$ cat config.mk
export PLATFORM = sky130hd
export DESIGN_NAME = tri_span_sched
export DESIGN_NICKNAME = d
export VERILOG_FILES = /design/src/rtl/tri_span_sched.sv
export SDC_FILE = /design/constraint.sdc
export NUM_CORES = 2
export LEC_CHECK = 0
export CAP_MARGIN = 15
export CORE_AREA = 4 4 670 672
export CTS_CLUSTER_DIAMETER = 120
export DETAILED_ROUTE_END_ITERATION = 8
export DIE_AREA = 0 0 674 676
export GPL_TIMING_DRIVEN = 0
export PLACE_DENSITY_LB_ADDON = 0.2
export SLEW_MARGIN = 20
export SYNTH_ARGS = -nofsm -noshare
export SYNTH_HDL_FRONTEND = slang
export SYNTH_SLANG_ARGS = --single-unit
$ cat constraint.sdc
create_clock -name clk -period 6.4 [get_ports clk]
set_clock_uncertainty 0.05 [all_clocks]
set_input_delay 0.64 -clock clk [delete_from_list [all_inputs] [get_ports clk]]
set_output_delay 0.64 -clock clk [all_outputs]
set_load 0.02 [all_outputs]
$ cat src/rtl/tri_span_sched.sv
// tri_span_sched: scanline scheduler for the interp_tri array.
// Walks lines y_first..y_last and emits one span per matching unit per line.
module tri_span_sched #(
    parameter int N_TRI = 64,
    parameter int CB    = 8,
    localparam int IW   = (N_TRI > 1) ? $clog2(N_TRI) : 1
) (
    input  logic                built_in_unused_guard_n = 1'b1,
    input  logic                clk,
    input  logic                rst_ni,
    input  logic                frame_start_i,
    input  logic [CB-1:0]       y_first_i,
    input  logic [CB-1:0]       y_last_i,
    input  logic [N_TRI-1:0]    tri_en_i,
    input  logic [N_TRI*CB-1:0] tri_y_i,
    input  logic [N_TRI*CB-1:0] tri_x_start_i,
    input  logic [N_TRI*CB-1:0] tri_x_end_i,
    output logic [N_TRI-1:0]    tri_step_o,
    output logic                span_valid_o,
    input  logic                span_ready_i,
    output logic [CB-1:0]       span_y_o,
    output logic [CB-1:0]       span_x0_o,
    output logic [CB-1:0]       span_x1_o,
    output logic [IW-1:0]       span_id_o,
    output logic                line_done_o,
    output logic                frame_done_o,
    output logic                busy_o
);

    typedef enum logic [1:0] {
        IDLE,
        SCAN,
        EMIT,
        LINE_END
    } state_t;

    state_t           state;
    state_t           state_nx;
    logic [CB-1:0]    cur_y;
    logic [CB-1:0]    y_end;
    logic [N_TRI-1:0] served;
    logic [N_TRI-1:0] pend;
    logic [N_TRI-1:0] step_q;
    logic             pick_ok;
    logic [IW-1:0]    pick_id;
    logic [CB-1:0]    pick_x0;
    logic [CB-1:0]    pick_x1;
    logic             degen;
    logic             last_line;
    logic             hs;

    // Pending mask and lowest-index pick among unserved matching units
    always_comb begin
        pend    = '0;
        pick_ok = 1'b0;
        pick_id = '0;
        pick_x0 = '0;
        pick_x1 = '0;
        for (int i = 0; i < N_TRI; i++) begin
            pend[i] = tri_en_i[i] && !served[i] &&
                      (tri_y_i[i*CB +: CB] == cur_y);
        end
        for (int i = N_TRI - 1; i >= 0; i--) begin
            if (pend[i]) begin
                pick_ok = 1'b1;
                pick_id = IW'(i);
                pick_x0 = tri_x_start_i[i*CB +: CB];
                pick_x1 = tri_x_end_i[i*CB +: CB];
            end
        end
    end

    assign degen     = pick_x0 > pick_x1;
    assign last_line = cur_y == y_end;
    assign hs        = span_valid_o && span_ready_i;
    assign busy_o    = state != IDLE;

    // Step strobe: handshake cycle for emitted spans, next cycle for degenerate
    assign tri_step_o = step_q |
        ({N_TRI{hs}} & (N_TRI'(1) << span_id_o));

    // State register
    always_ff @(posedge clk or negedge rst_ni) begin
        if (!rst_ni) begin
            state <= IDLE;
        end else begin
            state <= state_nx;
        end
    end

    // Next-state logic
    always_comb begin
        state_nx = state;
        unique case (state)
            IDLE: begin
                if (frame_start_i) begin
                    state_nx = SCAN;
                end
            end
            SCAN: begin
                if (!pick_ok) begin
                    state_nx = LINE_END;
                end else if (!degen) begin
                    state_nx = EMIT;
                end
            end
            EMIT: begin
                if (span_ready_i) begin
                    state_nx = SCAN;
                end
            end
            LINE_END: begin
                state_nx = last_line ? IDLE : SCAN;
            end
        endcase
    end

    // Line counter, served mask, span registers and strobes
    always_ff @(posedge clk or negedge rst_ni) begin
        if (!rst_ni) begin
            cur_y        <= '0;
            y_end        <= '0;
            served       <= '0;
            step_q       <= '0;
            span_valid_o <= 1'b0;
            span_y_o     <= '0;
            span_x0_o    <= '0;
            span_x1_o    <= '0;
            span_id_o    <= '0;
            line_done_o  <= 1'b0;
            frame_done_o <= 1'b0;
        end else begin
            step_q       <= '0;
            line_done_o  <= 1'b0;
            frame_done_o <= 1'b0;
            unique case (state)
                IDLE: begin
                    if (frame_start_i) begin
                        cur_y  <= y_first_i;
                        y_end  <= y_last_i;
                        served <= '0;
                    end
                end
                SCAN: begin
                    if (pick_ok) begin
                        span_y_o        <= cur_y;
                        span_x0_o       <= pick_x0;
                        span_x1_o       <= pick_x1;
                        span_id_o       <= pick_id;
                        served[pick_id] <= 1'b1;
                        span_valid_o    <= !degen;
                        if (degen) begin
                            step_q <= N_TRI'(1) << pick_id;
                        end
                    end else begin
                        line_done_o  <= 1'b1;
                        frame_done_o <= last_line;
                    end
                end
                EMIT: begin
                    if (span_ready_i) begin
                        span_valid_o <= 1'b0;
                    end
                end
                LINE_END: begin
                    served <= '0;
                    if (!last_line) begin
                        cur_y <= cur_y + 1'b1;
                    end
                end
            endcase
        end
    end

endmodule

== After elaboration in Yosys (flattened, before gate mapping) ==
Cells that the tools add are included.

* Register bits after elaboration: 179
* Bits in latches: 0
* Memory bits (writable): 0
* ROM bits: 0
* Output and inout port bits: 98
* Logic and storage cells: 580
* Memories: 0

* $add $sub $neg: 1
* Multipliers: 0
* Div/mod/pow operators: 0
* $lt $le $gt $ge: 3
* Equal/unequal tests: 73
* Shift-type cells: 2
* Mux-type cells: 280
* Bitwise gates (word level): 3
* Reductions and logical operators: 206

{| class="wikitable"
|+ Operators by type and width
! cell !! count
|-
| 8-bit 2-to-1 mux || 130
|-
| 8-bit == test || 65
|-
| 6-bit 2-to-1 mux || 64
|-
| 64-bit 2-to-1 mux || 5
|-
| 64-bit case mux with 3 select lines || 1
|-
| 1-bit logical AND || 130
|-
| 64-bit bitwise OR || 2
|-
| 1-bit by 6-bit left shift with 64-bit output, first input constant || 2
|-
| 1-bit 2-to-1 mux || 72
|-
| 1-bit logical NOT || 65
|-
| 64-bit AND || 1
|-
| 8-bit case mux with 2 select lines || 1
|-
| 3-bit AND reduction || 4
|-
| 8-bit by 1-bit adder with 8-bit output, second input constant || 1
|-
| 8-bit greater-than comparator || 1
|-
| 2-bit 2-to-1 mux || 4
|-
| 2-bit inequality test, second input constant || 4
|-
| 2-bit case mux with 4 select lines || 1
|-
| 6-bit by 7-bit < comparator with 1-bit output, second input constant || 1
|-
| 1-bit demux with 6-bit select || 1
|-
| 6-bit by 1-bit >= comparator with 1-bit output, second input constant || 1
|-
| 2-bit nonzero test || 3
|-
| 2-bit == test, second input constant || 2
|-
| 2-bit AND reduction || 2
|-
| 5 further kinds || 5
|}

== Depth between registers and ports, before layout ==
* Depth in word-level cells: 74
* Gate-level depth with buffers: 30
* Gate-level depth less buffers: 23

== Least setup slack after synthesis ==
OpenSTA, ideal clock, no wires.

* Kind: register to register
* Start point: register cur_y[2]
* End point: register step_q[24]
* Library setup time: 0.075 ns
* Arrival time: 4.668 ns
* Setup slack: 1.607 ns
* Cell stages (with the launch flop): 27
* Path buffers: 5
* Clock period less this slack: 4.793 ns
* Cells stage by stage: dfrtp_1 -> buf_6 -> buf_6 -> buf_8 -> buf_12 -> xnor2_4 -> nand3_2 -> or3_4 -> and2_4 -> buf_6 -> a221o_1 -> a211o_1 -> a211o_1 -> nor4b_2 -> o21ai_1 -> a41o_1 -> ha_1 -> o21a_1 -> o21ai_0 -> nand2b_1 -> a21oi_1 -> o21ai_0 -> o21ai_0 -> nor3b_2 -> and2_1 -> nand2_1 -> nor2_1

* Cells in the longest elaborated chain, start to end: 70

{| class="wikitable"
|+ RTL lines
! item !! line !! RTL
|-
| from (decl) || 39 || <nowiki>logic [CB-1:0] cur_y;</nowiki>
|-
| from (signal assigned) || 139 || <nowiki>cur_y <= y_first_i;</nowiki>
|-
| from (signal assigned) || 168 || <nowiki>cur_y <= cur_y + 1'b1;</nowiki>
|-
| 8-bit == test || 61 || <nowiki>(tri_y_i[i*CB +: CB] == cur_y);</nowiki>
|-
| 1-bit logical AND || 60 || <nowiki>pend[i] = tri_en_i[i] && !served[i] &&</nowiki>
|-
| 8-bit 2-to-1 mux (63 in series) || 64 || <nowiki>if (pend[i]) begin</nowiki>
|-
| 8-bit 2-to-1 mux (*) || 64 ||
|-
| via pick_x0[2] || 46 || <nowiki>logic [CB-1:0] pick_x0;</nowiki>
|-
| 8-bit greater-than comparator (*) || 73 || <nowiki>assign degen = pick_x0 > pick_x1;</nowiki>
|-
| 64-bit 2-to-1 mux (*) || 152 || <nowiki>if (degen) begin</nowiki>
|-
| 64-bit 2-to-1 mux (*) || 145 || <nowiki>if (pick_ok) begin</nowiki>
|-
| 64-bit 2-to-1 mux (*) || 136 || <nowiki>unique case (state)</nowiki>
|-
| to (signal assigned) || 153 || <nowiki>step_q <= N_TRI'(1) << pick_id;</nowiki>
|-
| to (decl) || 43 || <nowiki>logic [N_TRI-1:0] step_q;</nowiki>
|}

The timed path passes the listed nets; every way through them passes the cells marked *.
A chain may end at the register's enable or synchronous reset.

== Worst setup path after layout ==
* Start point: register cur_y[4]
* End point: register step_q[50]

Same word-level chain as after synthesis.

==> flow_metrics.env <==
export IMPL_min_path_type="reg -> reg"
export IMPL_failed_checks="negative setup slack"
export IMPL_netlist_area_sq_um=24670
export IMPL_via_per_inst=3.556
export IMPL_startpoint_type="flop"
export IMPL_r2r_end="step_q[50]"
export IMPL_grt_overflow_total=0
export IMPL_slew_viol_final=0
export IMPL_drive_gt1_share_pct=19.34
export IMPL_fin_crit_sh_pct=106.0
export IMPL_syn_inst=3337
export IMPL_fillers=51020
export IMPL_worst_ep_arrival_time_ns=7.13
export IMPL_clock_latency_ns=0.53
export IMPL_holdPathStages=2
export IMPL_finalCriticalPeriod_ns=6.785
export IMPL_ys_seq_elements=179
export IMPL_pre_cts_ws_ns=-4.416
export IMPL_critPathMaxFanout=10
export IMPL_drtIter0Drc=3473
export IMPL_multi_input_area_sq_um=21790
export IMPL_stdcell_count=11450
export IMPL_ys_flop_type="dfrtp_1"
export IMPL_status="finished with violations"
export IMPL_cts_tree="done"
export IMPL_endpoint_kind="flop"
export IMPL_yosys_area_top_type="dfrtp_1"
export IMPL_worst_slew_pin_transition_ns=1.168
export IMPL_path_class="reg -> reg"
export IMPL_maxSlewHeadroom_pct=21.84
export IMPL_setup_ws_ns=-0.3846
export IMPL_finalSetupViolations=69
export IMPL_vdd_drop_max_mv=0.2646
export IMPL_die_height_um=676
export IMPL_rsz0062_at_grt="yes"
export IMPL_grt_max_degree=71
export IMPL_grt_pass1_wl_um=573600
export IMPL_seq_area_sq_um=4481
export IMPL_via_count=40700
export IMPL_clockRootBuffer="clkbuf_16"
export IMPL_netlist_top_cells_area="dfrtp_1 18%, xnor2_1 11%, xor2_1 7.3%, nand2_1 5.1%, nor2_1 4.5%"
export IMPL_synth_top_area_share_pct=18.16
export IMPL_synth_edf_count=0
export IMPL_numCtsBuffers=17
export IMPL_ys_seq_area_share_pct=18.16
export IMPL_min_to="served[4]"
export IMPL_grt_usage_pct=20.41
export IMPL_maxCapViolations=0
export IMPL_async_flop_share_pct=100.0
export IMPL_area_growth_synth_to_final_pct=135.3
export IMPL_hold_violations=0
export IMPL_synth_net_count=4967
export IMPL_ys_types=89
export IMPL_yosysMostFrequentCell="nand2_1"
export IMPL_dp_cells=11120
export IMPL_post_route_util_pct=13.09
export IMPL_ys_warn_count=0
export IMPL_die_area_sq_um=455600
export IMPL_port_buffers=1717
export IMPL_final_nets=7050
export IMPL_rows=245
export IMPL_cts_buffer_depth=2
export IMPL_htree_levels=4
export IMPL_power_leakage_nw=20.66
export IMPL_antenna_found_initial=312
export IMPL_fp_dieW_um=674
export IMPL_routedWlPerCell_um=42.65
export IMPL_worst_r2r_cell_count=24
export IMPL_reg2reg_from="cur_y[4]"
export IMPL_achievable_frequency_mhz=147.4
export IMPL_min_from="served[4]"
export IMPL_drt_pre_antenna_iters=6
export IMPL_wl_um=488200
export IMPL_pin_count=1719
export IMPL_numClockSinks=179
export IMPL_core_area_sq_um=443600
export IMPL_place_hpwl_um=433500
export IMPL_drtAntennaViolNets=0
export IMPL_critPathRequiredTime_ns=6.75
export IMPL_place_congestion=0.8948
export IMPL_avgSynthCellArea_sq_um=7.392
export IMPL_clk_pin_slew_ns=0.09
export IMPL_initial_core_util_pct=5.561
export IMPL_grt_pass1_vias=40040
export IMPL_powerDensity_nw_per_um2=259.8
export IMPL_synth_commonest_cells="338 x nand2_1, 314 x xnor2_1, 293 x nor2_1"
export IMPL_drt_drc_violations_left=0
export IMPL_r2r_setup_slack_ns=-0.38
==> worst max path at each step <==
stage             start         end  cells after the start
5_1_grt        cur_y[0]  step_q[12]                     27
3_5_place_dp   cur_y[1]  step_q[41]                     28
2_1_floorplan  cur_y[2]  step_q[24]                     26
4_1_cts        cur_y[7]  step_q[41]                     31
3_3_place_gp   cur_y[1]  step_q[44]                     24
6_report       cur_y[4]  step_q[50]                     24
==> worst max-delay path, stage by stage, from the launching register on <==
cell	delay [ns]
dfrtp_1	0.40
buf_12	0.16
buf_16	0.18
buf_12	0.18
xor2_1	0.20
nor2b_1	0.88
nand3_4	0.45
a221oi_1	0.51
o221ai_1	0.20
o2111ai_1	0.24
nand2_1	0.16
a31o_2	0.33
a211o_1	0.48
a21oi_1	0.49
o31a_1	0.19
ha_1	0.25
a21o_1	0.17
a21oi_1	0.17
o21ai_2	0.08
o21ai_2	0.06
buf_6	0.18
nor3b_4	0.07
and2b_4	0.25
nand2_8	0.15
nor2_1	0.05
==> per-layer routing <==
layer / share of wire [%] / up-vias / global-route usage (%)
li1: - / 16840 / -
met1: 43 / 20770 / 26.05
met2: 48 / 2399 / 35.24
met3: 5.7 / 584 / 4.021
met4: 2.6 / 106 / 4.536
met5: 0.14 / - / 0
==> metrics by stage <==
| step | setup TNS [ns] | instance area, sq um | hold WS, ns | total power, mW |
|---|---|---|---|---|
| after floorplan | 0 | 24670 | 0.2944 | 5.339 |
| after detailed placement | -464.17 | 51580 | 0.4124 | 11.97 |
| after global placement | -1866.35 | 49270 | 0.4044 | 11.34 |
| final | -23.45 | 58050 | 0.4340 | 15.08 |
| after CTS | -31.68 | 55800 | 0.4346 | 14.62 |
| after global routing | -23.09 | 57900 | 0.4594 | 15.79 |
==> cells by family after synthesis <==
logic type                 count (synthesis)  share of synthesized area (%)
AOI/OAI and AO/OA                        986                          28.48
and+or+nand+nor                         1369                          27.96
buffers and inverters                    257                          5.665
DFF                                      179                          18.16
adders and majority gates                  9                         0.4565
xor gates and xnor gates                 520                          18.54
muxes                                     17                         0.7456
==> report_power, final <==
part	switching (mW)	total [mW]	internal, mW
Clock	0.694	1.24	0.547
Combinational	7.58	12.4	4.86
Sequential	0.141	1.40	1.26
==> sequential cells by signal (all words and copies together) (netlist names) <==
| name | count |
|---|---|
| step_q | 64 |
| frame_done_o | 1 |
| span_valid_o | 1 |
| cur_y | 8 |
| line_done_o | 1 |
| served | 64 |
| state | 2 |
| span_id_o | 6 |
| span_y_o | 8 |
| y_end | 8 |
| span_x0_o | 8 |
| span_x1_o | 8 |
==> area by class of cell <==
class                           instances  area share [%]
Inverter                               23          0.1487
Clock inverter                         15          0.3621
Sequential cell                       179           7.718
Multi-Input combinational cell       2901           37.53
Antenna cell                           85          0.3664
Timing Repair Buffer                 2076           36.28
Clock buffer                           17          0.7328
Buffer                                222           4.086
Tap cell                             5928           12.78
==> cells in the final DEF (no fill, tap or decap), drive strengths merged, types with 124 or more instances in the layout <==
cell type and instances:
clkdlybuf4s50 1716, buf 474, nor2 298, o21ai 219, xnor2 315, xor2 205
clkbuf 124, dfrtp 179, nand2 345, nand3 156, nor3 153
==> timing repair <==
| item | CTS | global route |
|---|---|---|
| setup buffers | 115 | 106 |
| gates cloned | 0 | 1 |
| hold buffers | 1 | 0 |
| endpoints found under the hold margin | 44 | 0 |
| resized for setup | 577 | 232 |
| setup endpoints to repair | 163 | 78 |
| pin swaps | 77 | 67 |
Power figures use the tool's default switching activity.
